File: config.mk
export PLATFORM = sky130hd
export DESIGN_NAME = dot8s_accum
export DESIGN_NICKNAME = d
export VERILOG_FILES = /design/src/rtl/dot8s_pkg.sv /design/src/rtl/dot8s_accum_mul.sv /design/src/rtl/dot8s_accum.sv
export SDC_FILE = /design/constraint.sdc
export NUM_CORES = 1
export LEC_CHECK = 0
export CAP_MARGIN = 25
export CORE_UTILIZATION = 54
export DETAILED_ROUTE_END_ITERATION = 16
export PLACE_DENSITY = 0.82
export SLEW_MARGIN = 40
export SYNTH_ARGS = -nofsm -noshare
export SYNTH_HDL_FRONTEND = slang
export SYNTH_HIERARCHICAL = 1
export SYNTH_SLANG_ARGS = --single-unit
File: constraint.sdc
create_clock -name clk -period 4.5 [get_ports clk]
set_input_delay 0.9 -clock clk [delete_from_list [all_inputs] [get_ports clk]]
set_output_delay 0.9 -clock clk [all_outputs]
set_load 0.01 [all_outputs]
File: src/rtl/dot8s_pkg.sv
// Shared types and helpers for the signed 8x8 dot-product engine.
package dot8s_pkg;

  localparam int OPND_W    = 8;
  localparam int PROD_W    = 16;
  localparam int ACC_MAX_W = 64;

  typedef logic signed [OPND_W-1:0] opnd_t;
  typedef logic signed [PROD_W-1:0] prod_t;

  typedef enum logic {
    ACC_EMPTY = 1'b0,
    ACC_ACCUM = 1'b1
  } acc_state_t;

  // Callers narrow the result to their own accumulator width with a size cast.
  function automatic logic signed [ACC_MAX_W-1:0] sext_prod(input prod_t p);
    return {{(ACC_MAX_W-PROD_W){p[PROD_W-1]}}, p};
  endfunction

endpackage

File: src/rtl/dot8s_accum_mul.sv
// Exact 8x8 signed multiplier; approximate variants share this A/B/O port list.
module mul8s_exact
  import dot8s_pkg::*;
(
  input  opnd_t A,
  input  opnd_t B,
  output prod_t O
);

  assign O = prod_t'(A) * prod_t'(B);

endmodule

File: src/rtl/dot8s_accum.sv
// Streaming signed dot-product: P (operands) -> M (product) -> A (accumulate/close).
module dot8s_accum
  import dot8s_pkg::*;
#(
  parameter int ACC_W = 24,
  parameter int LEN_W = 8
) (
  input  logic                     clk,
  input  logic                     rst,
  input  logic                     in_valid,
  output logic                     in_ready,
  input  logic signed [OPND_W-1:0] in_a,
  input  logic signed [OPND_W-1:0] in_b,
  input  logic                     in_last,
  output logic                     out_valid,
  input  logic                     out_ready,
  output logic signed [ACC_W-1:0]  out_sum,
  output logic [LEN_W-1:0]         out_count,
  output logic                     out_ovf,
  output logic                     out_trunc
);

  localparam logic [LEN_W-1:0] CNT_MAX = '1;

  logic             r_p_valid, r_p_last;
  opnd_t            r_p_a, r_p_b;
  logic             r_m_valid, r_m_last;
  prod_t            r_m_prod;
  acc_state_t       r_state, w_state_nx;
  logic [ACC_W-1:0] r_acc;
  logic [LEN_W-1:0] r_cnt;
  logic             r_ovf;
  logic             r_out_valid, r_out_ovf, r_out_trunc;
  logic [ACC_W-1:0] r_out_sum;
  logic [LEN_W-1:0] r_out_cnt;

  logic             w_en;
  prod_t            w_prod;
  logic [ACC_W-1:0] w_prod_ext, w_acc_base, w_acc_nx;
  logic [LEN_W-1:0] w_cnt_base, w_cnt_nx;
  logic             w_ovf_base, w_ovf_nx, w_cnt_full, w_close;

  // A pending result that the consumer refuses freezes every stage at once.
  assign w_en     = !r_out_valid | out_ready;
  assign in_ready = w_en & !rst;

  mul8s_exact u_mul (
    .A (r_p_a),
    .B (r_p_b),
    .O (w_prod)
  );

  // NOTE: clocked state uses <= so every register samples pre-edge values.
  always_ff @(posedge clk) begin
    if (rst) begin
      r_p_valid <= 1'b0;
      r_p_last  <= 1'b0;
      r_p_a     <= '0;
      r_p_b     <= '0;
      r_m_valid <= 1'b0;
      r_m_last  <= 1'b0;
      r_m_prod  <= '0;
    end else if (w_en) begin
      r_p_valid <= in_valid;
      r_p_last  <= in_last;
      r_p_a     <= in_a;
      r_p_b     <= in_b;
      r_m_valid <= r_p_valid;
      r_m_last  <= r_p_last;
      r_m_prod  <= w_prod;
    end
  end

  assign w_prod_ext = ACC_W'(sext_prod(r_m_prod));

  // NOTE: every always_comb output gets a default first so no latch is inferred.
  always_comb begin
    w_state_nx = r_state;
    w_acc_base = r_acc;
    w_cnt_base = r_cnt;
    w_ovf_base = r_ovf;
    if (r_state == ACC_EMPTY) begin
      w_acc_base = '0;
      w_cnt_base = '0;
      w_ovf_base = 1'b0;
    end
    w_acc_nx   = w_acc_base + w_prod_ext;
    w_cnt_nx   = w_cnt_base + LEN_W'(1);
    // Signed overflow: addends agree in sign but the sum does not.
    w_ovf_nx   = w_ovf_base |
                 ((w_acc_base[ACC_W-1] == w_prod_ext[ACC_W-1]) &&
                  (w_acc_nx[ACC_W-1] != w_acc_base[ACC_W-1]));
    w_cnt_full = (w_cnt_nx == CNT_MAX);
    w_close    = r_m_valid & (r_m_last | w_cnt_full);
    if (r_m_valid) begin
      w_state_nx = w_close ? ACC_EMPTY : ACC_ACCUM;
    end
  end

  always_ff @(posedge clk) begin
    if (rst) begin
      r_state <= ACC_EMPTY;
    end else if (w_en) begin
      r_state <= w_state_nx;
    end
  end

  always_ff @(posedge clk) begin
    if (rst) begin
      r_acc       <= '0;
      r_cnt       <= '0;
      r_ovf       <= 1'b0;
      r_out_valid <= 1'b0;
      r_out_sum   <= '0;
      r_out_cnt   <= '0;
      r_out_ovf   <= 1'b0;
      r_out_trunc <= 1'b0;
    end else if (w_en) begin
      if (r_m_valid) begin
        r_acc <= w_acc_nx;
        r_cnt <= w_cnt_nx;
        r_ovf <= w_ovf_nx;
      end
      // A fresh close overwrites a result being handed off in the same cycle.
      r_out_valid <= w_close;
      if (w_close) begin
        r_out_sum   <= w_acc_nx;
        r_out_cnt   <= w_cnt_nx;
        r_out_ovf   <= w_ovf_nx;
        r_out_trunc <= w_cnt_full & !r_m_last;
      end
    end
  end

  assign out_valid = r_out_valid;
  assign out_sum   = r_out_sum;
  assign out_count = r_out_cnt;
  assign out_ovf   = r_out_ovf;
  assign out_trunc = r_out_trunc;

endmodule

After elaboration in Yosys (flattened, before gate mapping)
Index checks and enable logic that the tools add are counted.
{ "op_classes": {"n_addsub": 2, "n_mul": 1, "eq_ne": 3, "muxes": 4, "bitwise": 6, "reduce_logical": 6} }
{ "ops": {"columns": ["op", "count"], "rows": [
  ["$add A24 B24 Y24", 1],
  ["$mux W24", 1],
  ["$mul A8 B8 Y16", 1],
  ["$add A8 B1 Y8 const B", 1],
  ["$eq A8 B8 Y1 const B", 1],
  ["$mux W8", 1],
  ["$reduce_and A2 Y1", 2],
  ["$and A1 B1 Y1", 3],
  ["$logic_not A1 Y1", 3],
  ["$or A1 B1 Y1", 3],
  ["$mux W1", 2],
  ["$eq A1 B1 Y1", 1],
  ["$logic_and A1 B1 Y1", 1],
  ["$ne A1 B1 Y1", 1]
]} }
{ "totals": {"reg_bits": 105, "input_bits": 21, "out_inout_bits": 36, "elab_cells": 38} }

Depth between registers and ports, before layout
{ "depth": {"ltp_word": 6, "mapped_depth": 19, "ltp_nobuf": 19} }

Modules after synthesis
Netlist, hierarchy kept.
{ "by_module_without_submodules": {"columns": ["module", "n_inst", "cells_each", "area_per_inst_um2", "seq_area_each_um2"], "rows": [
  ["dot8s_accum", 1, 664, 5235.0, 2102.0],
  ["mul8s_exact", 1, 289, 2543.7, 0.0]
]} }

Least setup slack after synthesis
OpenSTA, ideal clock, no wires.
{ "synth_path": {"path_type": "reg2reg", "start": "register r_p_b[7]", "end": "register r_m_prod[11]", "setup_ps": 70, "arrival_time_ps": 4188, "required_time_ps": 4430, "path_slack_ps": 242, "stages_incl_launch_ff": 17, "path_buffers": 0, "period_less_slack_ps": 4258, "cell_sequence": "dfxtp_1 > nand2b_1 > fa_1 > fa_1 > inv_1 > fa_1 > inv_1 > fa_1 > inv_1 > ha_1 > a21o_1 > a21oi_4 > a21boi_1 > or4_1 > nand3_1 > nand2_1 > a21oi_1"} }
{ "synth_between": {"elab_chain_cells": 1} }
{ "synth_rtl": {"columns": ["element", "line_no", "text"], "rows": [
  ["start: declaration", "dot8s_accum.sv:26", "opnd_t r_p_a, r_p_b;"],
  ["start signal: assignment", "dot8s_accum.sv:67", "r_p_b <= in_b;"],
  ["$mul A8 B8 Y16", "dot8s_accum_mul.sv:10", "assign O = prod_t'(A) * prod_t'(B);"],
  ["named net w_prod[11]", "dot8s_accum.sv:38", "prod_t w_prod;"],
  ["end signal: assignment", "dot8s_accum.sv:70", "r_m_prod <= w_prod;"],
  ["end: declaration", "dot8s_accum.sv:28", "prod_t r_m_prod;"]
]} }
The timed path passes the listed nets, and every way through them passes these cells.
A chain may end at the register's enable or synchronous reset.

Worst setup path in the final report
{ "layout_path": {"start": "register r_p_b[6]", "end": "register r_m_prod[15]"} }
The elaborated chain is that of the path after synthesis.

==> run metrics <==
Crit path arrival time=4.63 ns; Routed wire per std cell=14.7 µm; clk root buf=clkbuf_16; slowest CP cell=fa_1; remaining global-route overflow=0; Slew Limit Fails=0; Initial Utilization=55.6%; crit-path cells=buf_4 -> and2_1 -> fa_1 -> fa_1 -> fa_1 -> inv_1 -> fa_1 -> inv_1 -> ha_2 -> a21oi_1 -> o21ai_1 -> o41ai_2 -> xnor2_1 -> nand2_1 -> a21oi_1; max incr delay on CP=0.54 ns; residual DRC count=0; post-layout min period=4.35 ns; core area=14,000 µm²; kind of critical path=flip-flop to flip-flop; post-synthesis async set-or-reset flop share=0%; Setup WS pre-CTS=0.0252 ns; vias in the first global route=6,428; leakage power=3.77 nW; Mapped Nets=1,084; syn_area_per_cell=8.16 µm²; Inserted Diodes=0; EDFF count, synth=0; power per cell area=274 nW/µm²; count of state elements after synthesis=105; Max IR drop VDD=0.211 mV; Crit path top cell by count=fa_1; status=completed; CP Capture Type=flip-flop; Clock Latency Late Sink=0.36 ns; Tcrit/Tclk final=96.7%; Synth Cell Area=7780 µm²; Worst Setup Slack, final=0.149 ns; H-tree levels=3; Area growth, synth to finish=15.6%; CP required=4.78 ns; largest family of logic cells by synthesized area=adder cells; I/O Buffers=56; TritonCTS clock tree=done; clk slew on worst S/H paths=0.07 ns; Final Non-Filler Cells=1,188; fmax=230 MHz; Clock Path Buffers=2; cell row count=43; max-cap violation count=0; first-pass GRT wire length=30,000 µm; Clock Sinks=105; total clock buffers created by CTS=9; Synth cell types=62; DRT Pass-1 Iters=5; placed cell count=1,169; Final Hold Viols=0; DRT iter0 DRCs=422; Placer Congestion=0.907; Synth Area in XOR/XNOR=4.50%; All-Layer GR Usage=25.2%; Via density=5.55; die width=122 µm; Gate Count Post-Synth=953; Critical Path Fanout Max=9; largest net degree at the start of global routing=81; final setup vio count=0; share of post-route cells with drive strength above 1=8.53%; DRT Wirelength=17,500 µm; post-synthesis compound-gate area fraction=16.0%; Worst Max-Slew Pin Slew=0.852 ns; boundary pin count=57; Critical Path Start Type=flip-flop; Syn. warnings=6; Post-Synth Simple-Gate Area=22.6%; initial antenna violation count=0; Slew HR=43.2%; Top FF cell, synth=dfxtp_1; sequential share of the synthesized area=27.0%; die area=14,900 µm²; Detail Placement HPWL=12,500 µm; vias=6,596; Die H=122 µm; post-synthesis adder-cell area fraction=23.1%; ANT nets after route=0; mux contribution to synthesized area=0.402%; Clock Skew=0.00864 ns; worst min path class=flip-flop to flip-flop; fin nets=1,134
==> state kept, by name, summed over array words and instances (netlist names), 8 cells and up <==
name	flops
r_cnt	8
r_p_a	8
r_p_b	8
out_sum	24
out_count	8
r_acc	24
r_m_prod	16
==> worst max-delay path: cells and delay by family (launching register included) <==
kind / cells / cell delay [ns]
adders and majority gates: 5 / 2.41
AOI/OAI and AO/OA: 4 / 0.85
DFF: 1 / 0.32
buffers and inverters: 3 / 0.27
and+or+nand+nor: 2 / 0.24
xor gates and xnor gates: 1 / 0.17
==> metal layers <==
layer	part of all wire [%]	GRT usage (%)
met1	47	33.8
met2	48	41.6
met3	3.1	4.17
met4	1.7	7.56
met5	0	0
==> synth_stat cells, types with 3 or more instances <==
master | n | share of area [%]
nand2_1 | 175 | 8.4
dfxtp_1 | 105 | 27
a21oi_1 | 103 | 6.6
inv_1 | 90 | 4.3
and2_1 | 73 | 5.9
fa_1 | 56 | 14
ha_1 | 54 | 8.7
nor2_1 | 46 | 2.2
clkbuf_1 | 27 | 1.3
xnor2_1 | 27 | 3.0
o21ai_0 | 24 | 1.5
nand3_1 | 20 | 1.3
a211oi_1 | 19 | 1.8
xor2_1 | 13 | 1.5
nor2b_1 | 11 | 0.88
nand3b_1 | 8 | 0.77
a21o_1 | 7 | 0.68
buf_1 | 7 | 0.34
a31oi_1 | 6 | 0.48
nand2b_1 | 5 | 0.40
nand4_1 | 5 | 0.40
nor3_1 | 5 | 0.32
o211ai_1 | 5 | 0.48
o21a_1 | 4 | 0.39
a211o_1 | 3 | 0.34
a21boi_0 | 3 | 0.29
a22oi_1 | 3 | 0.29
and3_1 | 3 | 0.24
or3_1 | 3 | 0.24
==> timing repair <==
item                       in CTS  in global routing
pin swaps                       0                 11
setup endpoints to repair       1                  6
gates resized for setup         1                 37
hold buffers                    0                  0
setup buffers                   0                  3
==> layout by cell type (no fill, tap or decap), drive strengths merged, types with 3 or more instances in the layout <==
| master | synthesis | final |
|---|---|---|
| nand2 | 175 | 175 |
| a21oi | 105 | 105 |
| dfxtp | 105 | 105 |
| inv | 90 | 94 |
| and2 | 74 | 74 |
| fa | 56 | 56 |
| clkdlybuf4s50 | 0 | 55 |
| ha | 54 | 54 |
| nor2 | 46 | 46 |
| xnor2 | 27 | 27 |
| o21ai | 25 | 25 |
| buf | 12 | 22 |
| nand3 | 20 | 20 |
| a211oi | 20 | 20 |
| xor2 | 13 | 13 |
| nor2b | 11 | 11 |
| clkbuf | 27 | 9 |
| nand3b | 8 | 8 |
| a21o | 8 | 8 |
| a31oi | 7 | 7 |
| o211ai | 5 | 5 |
| nand4 | 5 | 5 |
| nand2b | 5 | 5 |
| nor3 | 5 | 5 |
| or3 | 5 | 5 |
| o21a | 4 | 4 |
| a21boi | 4 | 4 |
| a211o | 3 | 3 |
| and3 | 3 | 3 |
| a22oi | 3 | 3 |
| a311oi | 3 | 3 |
==> where the power goes <==
group / internal (mW) / total, mW / switching [mW]
Combinational: 0.294 / 0.676 / 0.382
Sequential: 0.978 / 1.02 / 0.0445
Clock: 0.386 / 0.770 / 0.384
==> kinds of logic after synthesis <==
family	after synthesis
compound gates	200
xor+xnor	40
fa+ha+maj	110
buf+inv	129
flops	105
mux	3
simple gates	366
==> area by class of cell <==
type                    count  area (µm²)
multi-input cells         719        5290
fillers                  1174        4990
flip-flops and latches    105        2120
repair buffers             78         736
inverters                  90         338
clock buffers               9         225
well taps                 180         225
clock inverters             7        58.8
==> stage by stage <==
stage               hold WS, ns  power [mW]  cell area [µm²]  TNS, ns  utilization [%]
floorplan                 0.432        1.52             7780        0                -
global placement          0.438        1.65             8540        0             61.1
detailed placement        0.442        1.67             8540        0             61.1
CTS                       0.453        2.44             8840        0             63.2
global route              0.475        2.61             8990  -0.0235             64.3
finish                    0.452        2.47             8990        0             64.3
==> path summary, 6_finish.rpt <==
check,from,cells after the start,slack [ns],to
max,r_p_b[6],15,0.15,r_m_prod[15]
min,r_acc[20],2,0.45,r_acc[20]
max reg2reg,r_p_b[6],15,0.15,r_m_prod[15]
min reg2reg,r_acc[20],2,0.45,r_acc[20]
Power figures use the tool's default switching activity.
